**src/rtl/alu_seq.sv**
```systemverilog
// rtl/alu_seq.sv - sequential ALU: single-cycle logic/arith ops, bit-serial shifts
module alu_seq #(
  parameter int WIDTH = 32
) (
  input  logic             clk,
  input  logic             reset,
  input  logic             start,
  input  logic [2:0]       alu_controls,
  input  logic [WIDTH-1:0] src_a,
  input  logic [WIDTH-1:0] src_b,
  output logic             busy,
  output logic             done,
  output logic [WIDTH-1:0] alu_result,
  output logic             zero
);

  localparam int SW = $clog2(WIDTH);

  typedef enum logic [1:0] {IDLE, SHIFT, DONE} state_t;

  state_t           state_q, state_d;
  logic [WIDTH-1:0] result_q, result_d;
  logic             zero_q, zero_d;
  logic [SW-1:0]    cnt_q, cnt_d;
  logic             srl_q, srl_d;
  logic [SW-1:0]    shamt;

  assign shamt = src_b[SW-1:0];

  always_comb begin
    state_d  = state_q;
    result_d = result_q;
    cnt_d    = cnt_q;
    srl_d    = srl_q;
    case (state_q)
      IDLE: begin
        if (start) begin
          state_d = DONE;
          case (alu_controls)
            3'b000: result_d = src_a + src_b;
            3'b001: result_d = src_a - src_b;
            3'b010: result_d = src_a & src_b;
            3'b011: result_d = src_a | src_b;
            3'b100: result_d = src_a ^ src_b;
            3'b101: result_d = {{(WIDTH-1){1'b0}}, ($signed(src_a) < $signed(src_b))};
            default: begin
              // Shifts run serially in the result register; a zero shift skips SHIFT.
              result_d = src_a;
              srl_d    = alu_controls[0];
              if (shamt != '0) begin
                cnt_d   = shamt;
                state_d = SHIFT;
              end
            end
          endcase
        end
      end
      SHIFT: begin
        result_d = srl_q ? {1'b0, result_q[WIDTH-1:1]} : {result_q[WIDTH-2:0], 1'b0};
        cnt_d    = cnt_q - SW'(1);
        if (cnt_q == SW'(1)) state_d = DONE;
      end
      DONE:    state_d = IDLE;
      default: state_d = IDLE;
    endcase
    zero_d = (result_d == '0);
  end

  always_ff @(posedge clk) begin
    if (reset) begin
      state_q  <= IDLE;
      result_q <= '0;
      zero_q   <= 1'b1;
      cnt_q    <= '0;
      srl_q    <= 1'b0;
    end else begin
      state_q  <= state_d;
      result_q <= result_d;
      zero_q   <= zero_d;
      cnt_q    <= cnt_d;
      srl_q    <= srl_d;
    end
  end

  assign busy       = (state_q != IDLE);
  assign done       = (state_q == DONE);
  assign alu_result = result_q;
  assign zero       = zero_q;

endmodule

```
**config.mk**
```make
export PLATFORM = sky130hd
export DESIGN_NAME = alu_seq
export DESIGN_NICKNAME = d
export VERILOG_FILES = /design/src/rtl/alu_seq.sv
export SDC_FILE = /design/constraint.sdc
export NUM_CORES = 1
export LEC_CHECK = 0
export BUFFER_PORTS_ARGS = -buffer_cell sky130_fd_sc_hd__buf_4
export CELL_PAD_IN_SITES_DETAIL_PLACEMENT = 1
export CELL_PAD_IN_SITES_GLOBAL_PLACEMENT = 1
export CORE_ASPECT_RATIO = 1.5
export CORE_MARGIN = 3
export CORE_UTILIZATION = 44
export DETAILED_ROUTE_END_ITERATION = 8
export GPL_TIMING_DRIVEN = 0
export PLACE_DENSITY = 0.86
export SLEW_MARGIN = 40
export SYNTH_ARGS = -nofsm -noshare
export SYNTH_HDL_FRONTEND = slang
export SYNTH_SLANG_ARGS = --single-unit
```
**constraint.sdc**
```tcl
create_clock -name clk -period 3.8 [get_ports clk]
set_clock_uncertainty 0.2 [all_clocks]
set_input_delay 0.19 -clock clk [delete_from_list [all_inputs] [get_ports clk]]
set_output_delay 0.19 -clock clk [all_outputs]
set_load 0.1 [all_outputs]
```
Word level (Yosys, flattened, before mapping). Index checks and enable logic that the tools add are counted.

$mul: 0. Muxes and demuxes: 13. Divide/modulo/power cells: 0. Equality and inequality tests: 12. Shift operators: 0. Bitwise logic cells: 4. Reductions and logical operators: 10. Order comparisons: 1. $add $sub $neg: 3.

Operators with widths (count): 32-bit case mux with 6 select lines (1); 32-bit 2-to-1 mux (2); 32-bit case mux with 2 select lines (1); 32-bit adder (1); 32-bit bitwise AND (1); 32-bit zero test (1); 32-bit < comparator (1); 32-bit bitwise OR (1); 32-bit subtractor (1); 32-bit bitwise XOR (1); 5-bit 2-to-1 mux (3); 5-bit case mux with 2 select lines (1); 2-bit 2-to-1 mux (4); 2-bit != test, second input constant (4); 3-bit by 2-bit equality test with 1-bit output, second input constant (2); 3-bit equality test, second input constant (2); 6-bit OR reduction (1); 5-bit by 1-bit equality test with 1-bit output, second input constant (1); 5-bit nonzero test (1); 5-bit by 1-bit subtractor with 5-bit output, second input constant (1); 2-bit case mux with 2 select lines (1); 4-bit AND reduction (1); 2-bit nonzero test (2); 3-bit by 1-bit equality test with 1-bit output, second input constant (1); other kinds (7) (7).

Memory bits (writable): 0. Output and inout bits: 35. Bits of input ports: 70. Memories: 0. Bits in registers: 41. Logic and storage cells: 48. ROM bits: 0. Latch bits: 0.

Logic depth before layout (Yosys ltp). Gate-level depths: netlist of the first run.

Depth in word-level cells: 5. Gate-level depth with buffers: 14. Mapped depth without buffers: 14.

Worst setup path before layout of the first run. OpenSTA, ideal clock, no wires.

Path type: input-to-reg. Start point: input src_b[4]. End point: register zero_q, in the netlist zero. Buffers on the path: 1. Path slack: 0.558 ns. Setup time: 0.116 ns. Data arrival time: 2.926 ns. Required time: 3.484 ns. Stages: 14. Path through: inv_1 > ha_1 > buf_2 > o211a_1 > a21oi_1 > or3_1 > a2111o_1 > a21bo_1 > a2111oi_0 > nor3_1 > a32o_1 > nand3_1 > nor3_1 > a41o_1.

Cells in the longest elaborated chain, start to end: 5. Elaborated cells between the ends (all ways): 10. Classes of those cells: add/sub (2); order compare (1); mux (3); bitwise (3); reduce/logical (1).

RTL lines: from (decl) (line 10) `input logic [WIDTH-1:0] src_b,`; 32-bit subtractor, or another cell as far along (line 41) `3'b001: result_d = src_a - src_b;`; 32-bit case mux with 6 select lines (*) (line 39) `case (alu_controls)`; 32-bit 2-to-1 mux (*) (line 37) `if (start) begin`; 32-bit case mux with 2 select lines (*) (line 35) `case (state_q)`; 32-bit zero test (*) (line 66) `zero_d = (result_d == '0);`; to (signal assigned) (line 79) `zero_q <= zero_d;`; to (decl) (line 23) `logic zero_q, zero_d;`.

Mark *: on every way between the ends. The rest lies on a longest branch, timed or not. A chain may end at the register's enable or synchronous reset.

Final worst setup path of the first run.
Start point: input alu_controls[2]. End point: register zero_q, in the netlist zero.

Cells in the longest elaborated chain, start to end: 5. Elaborated cells between the ends (all ways): 10. Classes of those cells: eq/ne (5); mux (3); reduce/logical (2).

RTL lines: from (decl) (line 8) `input logic [2:0] alu_controls,`; 3-bit equality test, or another cell as far along (line 39); 32-bit case mux with 6 select lines (*) (line 39); 32-bit 2-to-1 mux (*) (line 37); 32-bit case mux with 2 select lines (*) (line 35); 32-bit zero test (*) (line 66).

Marked as above.

==> results by group, run 1 <==
GRT
  • GRT Util Overall: 0.378
  • Met2 GRT Util: 0.640
  • Initial antenna violation count: 2
  • Vias in the first global route: about 10000
  • GR peak layer: met2
  • Routing usage on met3: 0.0566
  • Largest net degree at the start of global routing: 13
  • First-pass GRT wire length: slightly below 60 mm
  • GRT met1 Usage: 0.411
  • Grt ovf: 0

Clock network
  • CTS Root Buffer Type: clkbuf_16
  • Latest clock arrival within the worst-skew pair: approximately 0.29 ns
  • CTS max path bufs: 2
  • Clock-pin slew on the worst setup and hold paths: 0.06 ns
  • Sink Count: 41
  • H-tree depth: 2
  • TritonCTS clock tree: done
  • Num CTS Buffers: 5

Floorplanning
  • Site Rows: about 60
  • Core Region: around 18000 um^2
  • Die Wd: 116 um
  • Initial core utilization: 0.452
  • Vert. Die Dim: around 170 um
  • Ports: 105
  • Die Area: between 15000 and 20000 um^2

Worst setup path
  • Crit Path Class: primary input to register
  • Req. time, crit path: around 3.8 ns
  • Reg-to-reg setup timing slack: roughly 0.14 ns
  • Startpoint Class: primary input
  • Worst-path fanout max: 10
  • CP arrival: about 3.8 ns
  • Worst setup EP type: register
  • Reg2reg end: zero$_SDFF_PP1_
  • Worst R2R Path Depth: 12
  • RR Startpoint: srl_q$_SDFFE_PP0P_

Yosys
  • Net Count, Synth: 1296
  • Main area contributors after synthesis: ha_1, dfxtp_1, a21oi_1
  • Top-count cell post-synth: ha_1
  • Post-synth EDFFs: 0
  • Synth Area in XOR/XNOR: 0.0309
  • Largest family of logic cells by synthesized area: compound AO/OA/AOI/OAI gates
  • Gate Count Post-Synth: 1125
  • Sequential area share after synthesis: 0.103
  • FF+latch count, synth: between 40 and 50
  • Synth cell count leaders: ha_1, a21oi_1, inv_1, nor2_1, nand2_1
  • Synth Area in Compound Gates: 0.368
  • Synthesized area per cell: between 7 and 8 um^2
  • Mux share of post-synthesis cell area: 0.0439
  • Asr flop ratio synth: 0
  • Adder-Cell Fraction of Synth Area: 0.161
  • Post-Synth Simple-Gate Area: 0.194
  • Post-synth cell types: 94
  • Post-Syn Area: around 8000 um^2
  • Syn. warnings: 0
  • Post-synth top area share: 0.156
  • Biggest area consumer among synthesized cells: ha_1
  • Prevailing post-synth register cell: dfxtp_1

Route
  • DRT iter0 DRCs: around 1100
  • TritonRoute pass-1 iters: 7
  • DRC viols: 0
  • Vias/cell: 6.94
  • Wire per inst: approximately 27 um
  • Via count: 10100
  • Final wirelength: roughly 39 mm
  • Number of routed nets with antenna violations: 0

Run status
  • Status: finished, violations left
  • Violated checks: setup timing

Power and ir drop
  • PD cells: roughly 280 nW/um^2
  • Peak VDD IR: 0.216 mV
  • Static leakage: ~4.0 nW

STA
  • Slew @ Worst Pin: slightly above 0.9 ns
  • Post-Route Hold Slack: about 0.019 ns
  • Fin crit period: 3.83 ns
  • Final setup viols: 1
  • Peak Freq: 261 MHz
  • Tcrit/Tclk final: 1.01
  • Final hold violations: 0
  • Slew Limit Fails: 0
  • Slew Limit Headroom: 0.395
  • Final WS setup: -0.0315 ns

Layout
  • FF+latch area: between 800 and 900 um^2
  • Final Non-Filler Cells: ~1400
  • Layout Nets: about 1400
  • Area growth syn-to-layout: 18.2%
  • Layout cell share with drive strength beyond 1: 0.170
  • Fillers: 2300
  • Area occupied by multi-input gates: approximately 6600 um^2

Placed design
  • Post-DP HPWL: 30.4 mm
  • # port buffers: 101
  • Gpl congestion: around 1
  • Inst Count DP: 1439

Hold path
  • Worst hold stages: 3
  • Hold path endpoint: cnt_q[2]$_SDFFE_PP0P_
  • Min-delay src: src_b[2]
  • Min-Delay Path Class: primary input to register

Run
  • Max-Cap Viols: 0
==> power by group <==
| part | leakage [nW] | internal [mW] | switching, mW |
|---|---|---|---|
| combinational | 3.55 | 0.508 | 1.11 |
| clock | 0.0841 | 0.329 | 0.181 |
| sequential | 0.336 | 0.466 | 0.0459 |
==> through the flow <==
stage                     utilization  setup WS, ns  total power [mW]  TNS [ns]  cell area (um^2)
after floorplan                     -         0.558              1.54         0              7950
after global placement          0.511        -0.430              2.00    -0.734              8970
after detailed placement        0.511        -0.535              2.03     -1.02              8980
after CTS                       0.525      0.000434              2.55         0              9220
after global routing            0.534       -0.0399              2.74   -0.0399              9390
final                           0.534       -0.0315              2.64   -0.0315              9390
==> layout by cell type (no fill, tap or decap), types with 28 or more instances in the layout <==
cell type	count
ha_1	99
inv_1	96
a21oi_1	90
dfxtp_1	41
nor2_1	95
nand2_1	70
o21ai_0	68
buf_4	104
clkbuf_1	44
a22oi_1	28
==> timing repair <==
item                       4_1_cts  5_1_grt
buffers inserted                 0        1
gates cloned                     0        0
gates resized for setup         13       42
hold endpoints to repair         6        0
setup endpoints to repair        2        2
hold buffers                     1        0
pin swaps                        0       17
==> registers in the layout, summed over array words and instances (netlist names) <==
| signal | flops |
|---|---|
| srl_q | 1 |
| alu_result | 32 |
| state_q | 2 |
| zero | 1 |
| cnt_q | 5 |
==> layer usage <==
metal	routed length, um	part of all wire
met1	13500	0.35
met2	18400	0.47
met4	4200	0.11
met5	26	0.00067
met3	2800	0.072
==> how the worst max path moves through the flow <==
stage,start,end,slack (ns),cells past startpoint
6_report,alu_controls[2],zero$_SDFF_PP1_,-0.03,12
5_1_grt,src_b[4],zero$_SDFF_PP1_,-0.04,15
4_1_cts,src_b[4],zero$_SDFF_PP1_,0.0004,15
3_5_place_dp,src_b[4],zero$_SDFF_PP1_,-0.53,15
3_3_place_gp,srl_q$_SDFFE_PP0P_,zero$_SDFF_PP1_,-0.43,11
2_1_floorplan,src_b[4],zero$_SDFF_PP1_,0.56,14
==> cell type report <==
type,instances,share of cell area
Multi-Input combinational cell,897,0.698
Sequential cell,41,0.0874
Timing Repair Buffer,103,0.0830
Buffer,82,0.0433
Inverter,104,0.0416
Tap cell,213,0.0284
Clock buffer,7,0.0152
Clock inverter,1,0.00320
Antenna cell,1,0.000266
==> cells by family (layout without fill, tap and decap cells) <==
| logic type | count (synthesis) | after routing |
|---|---|---|
| xor gates and xnor gates | 28 | 28 |
| adders and majority gates | 101 | 101 |
| DFF | 41 | 41 |
| AOI/OAI and AO/OA | 421 | 421 |
| muxes | 34 | 34 |
| buffers and inverters | 187 | 297 |
| and+or+nand+nor | 313 | 313 |
| other | 0 | 1 |
==> critical path, stage by stage <==
cell and delay, ns:
clkbuf_1 0.38, clkbuf_1 0.41, buf_1 0.59, buf_1 0.75, a22oi_1 0.22, o2bb2ai_1 0.21
o21ai_0 0.24, o221ai_1 0.28, a21oi_1 0.10, nand4_1 0.16, nor4_2 0.07, a41o_1 0.19
(Power assumes the default switching activity.)
==> inputs of run 2 (changes only) <==
- ABC_AREA: unset -> 0
- SETUP_SLACK_MARGIN: unset -> 0.2
==> run 2 against run 1 <==
  * The flow still finishes with violations (setup timing)
  * Sequential power about the same
  * First-iteration DRC count shrank 1.9%
  * Count of clock-buffer cells in the layout stayed put
  * Wire length grew 0.43%
  * Combinational power barely moved
  * Non-clock buffer count increased by 11
  * Die area is the same
  * Critical endpoint unchanged
  * Largest power group unchanged
==> results by group, run 2 (synthesis gave the netlist of run 1 again) <==
Run status
  • Status: finished, violations left
  • Violated checks: setup timing

Route
  • Final wirelength: approximately 39 mm
  • Vias/cell: a little under 7
  • DRC viols: 0
  • Via count: 10100
  • Number of routed nets with antenna violations: 0
  • TritonRoute pass-1 iters: 6
  • Wire per inst: around 27 um
  • DRT iter0 DRCs: between 1000 and 1500

Worst setup path
  • CP peak stage delay: about 0.48 ns
  • Crit path to: zero$_SDFF_PP1_
  • Slowest cell on the critical path: dfxtp_1
  • CP arrival: 3.88 ns
  • CP Cell Sequence: nand2b_1, clkbuf_1, buf_2, nor2_1, a21oi_1, o31ai_1, a21oi_1, nand3_1, nor4_2, nand4_1, nor4_2, a41o_1
  • Worst-path fanout max: 10
  • Startpoint Class: register
  • RR Startpoint: state_q[1]$_SDFFE_PP0P_
  • Worst setup EP type: register
  • Req. time, crit path: roughly 3.8 ns
  • Worst R2R Path Depth: 12
  • Crit Path Class: register to register
  • Worst setup path start: state_q[1]$_SDFFE_PP0P_
  • Reg-to-reg setup timing slack: -0.05 ns
  • Reg2reg end: zero$_SDFF_PP1_

STA
  • RSZ-0062 raised after global routing: yes
  • Slew Limit Headroom: 0.408
  • Fin crit period: about 3.8 ns
  • Slew Limit Fails: 0
  • Final hold violations: 0
  • Post-Route Hold Slack: around 0.02 ns
  • Final WS setup: -0.0466 ns
  • Slew @ Worst Pin: roughly 0.89 ns
  • Tcrit/Tclk final: 1.01
  • Sum Neg Setup Slack: -0.0466 ns
  • Final setup viols: 1
  • Peak Freq: 260 MHz

Layout
  • Area growth syn-to-layout: 20.2%
  • Most frequent cells in the layout: buf_4, ha_1, inv_1
  • Commonest non-fill, non-tap cell in the layout: buf_4
  • Number of flip-flops in the largest register: 32
  • Final instance area: 9550 um^2
  • Layout Nets: 1416
  • Layout cell share with drive strength beyond 1: 0.188

Floorplanning
  • Die Wd: ~120 um
  • Die Area: 19700 um^2
  • Ports: between 100 and 150
  • Initial core utilization: 0.452
  • Site Rows: ~60
  • Vert. Die Dim: about 170 um
  • Core Region: 17600 um^2

Run
  • Max-Cap Viols: 0

Power and ir drop
  • Sw Pwr: 1.35 mW
  • Sw Share: 0.506
  • PD cells: 279 nW/um^2
  • Static leakage: 4.04 nW
  • Peak VDD IR: about 0.21 mV
  • Clk network pwr share: 0.191
  • Seq pwr share: 0.192
  • Internal power: between 1 and 1.5 mW
  • Logic pwr share: 0.617

Clock network
  • TritonCTS clock tree: done
  • CTS max path bufs: 2
  • CTS Root Buffer Type: clkbuf_16
  • Num CTS Buffers: 5
  • Sink Count: a little over 40
  • Latest clock arrival within the worst-skew pair: between 0.2 and 0.3 ns
  • H-tree depth: 2
  • Clock-pin slew on the worst setup and hold paths: roughly 0.060 ns

GRT
  • GRT Util Overall: 0.382
  • Largest net degree at the start of global routing: 13
  • Grt ovf: 0
  • Initial antenna violation count: 2
  • Vias in the first global route: between 10000 and 15000
  • First-pass GRT wire length: between 50 and 60 mm

Placed design
  • Post-DP HPWL: 30.4 mm
  • Gpl congestion: slightly above 1
  • Cell Area, Placed: 8980 um^2
  • # port buffers: 101

Hold path
  • Min-Delay Path Class: primary input to register
  • Worst hold stages: 3
==> run 2: critical path, delay by kind of cell (launching register included) <==
family,cells,cell delay (ns)
buffers and inverters,2,0.81
flip-flops,1,0.48
AO/OA/AOI/OAI,4,0.86
AND/OR/NAND/NOR,6,1.43
==> run 2: worst min-delay path by stage <==
stage | startpoint | endpoint | slack, ns
floorplan | src_b[2] | cnt_q[2]$_SDFFE_PP0P_ | 0.15
global placement | reset | cnt_q[0]$_SDFFE_PP0P_ | 0.24
detailed placement | reset | cnt_q[0]$_SDFFE_PP0P_ | 0.24
CTS | src_b[2] | cnt_q[2]$_SDFFE_PP0P_ | 0.02
global route | src_b[3] | cnt_q[3]$_SDFFE_PP0P_ | 0.05
finish | src_b[3] | cnt_q[3]$_SDFFE_PP0P_ | 0.02
==> run 2: metrics by stage <==
step           std cells  power, mW  worst slack, ns   util
6_report            1461       2.67          -0.0466  0.543
3_3_place_gp        1439       2.00           -0.430  0.511
2_1_floorplan       1125       1.54            0.558      -
4_1_cts             1454       2.57            0.201  0.532
5_1_grt             1460       2.76          -0.0853  0.543
3_5_place_dp        1439       2.03           -0.535  0.511
==> run 2: final cells by class <==
cell class,instances,area [um^2]
repair buffers,113,858
clock inverters,1,30.0
inverters,104,390
flip-flops and latches,41,821
fillers,2300,8020
diodes,2,5.00
multi-input cells,897,6610
clock buffers,7,143
well taps,213,267
plain buffers,83,420
==> run 2: power groups by stage <==
stage	Clock [mW]	Combinational, mW	Sequential [mW]
floorplan	0	0.820	0.720
global placement	0	1.48	0.517
detailed placement	0	1.51	0.517
CTS	0.505	1.56	0.509
global route	0.523	1.72	0.516
finish	0.509	1.65	0.513
==> run 2: layer usage <==
| layer | vias up | part of all wire | global-route usage |
|---|---|---|---|
| li1 | 4390 | - | - |
| met1 | 4842 | 0.34 | 0.410 |
| met2 | 651 | 0.47 | 0.649 |
| met3 | 247 | 0.079 | 0.0651 |
| met4 | 2 | 0.11 | 0.311 |
| met5 | - | 0.00033 | 0 |
==> run 2: what timing repair did <==
action,in CTS,in global routing
endpoints found under the hold margin,6,0
pin swaps,14,13
setup buffers,6,5
cloned,0,0
endpoints found under the setup margin,5,3
resized for setup,33,40
hold buffers,1,0
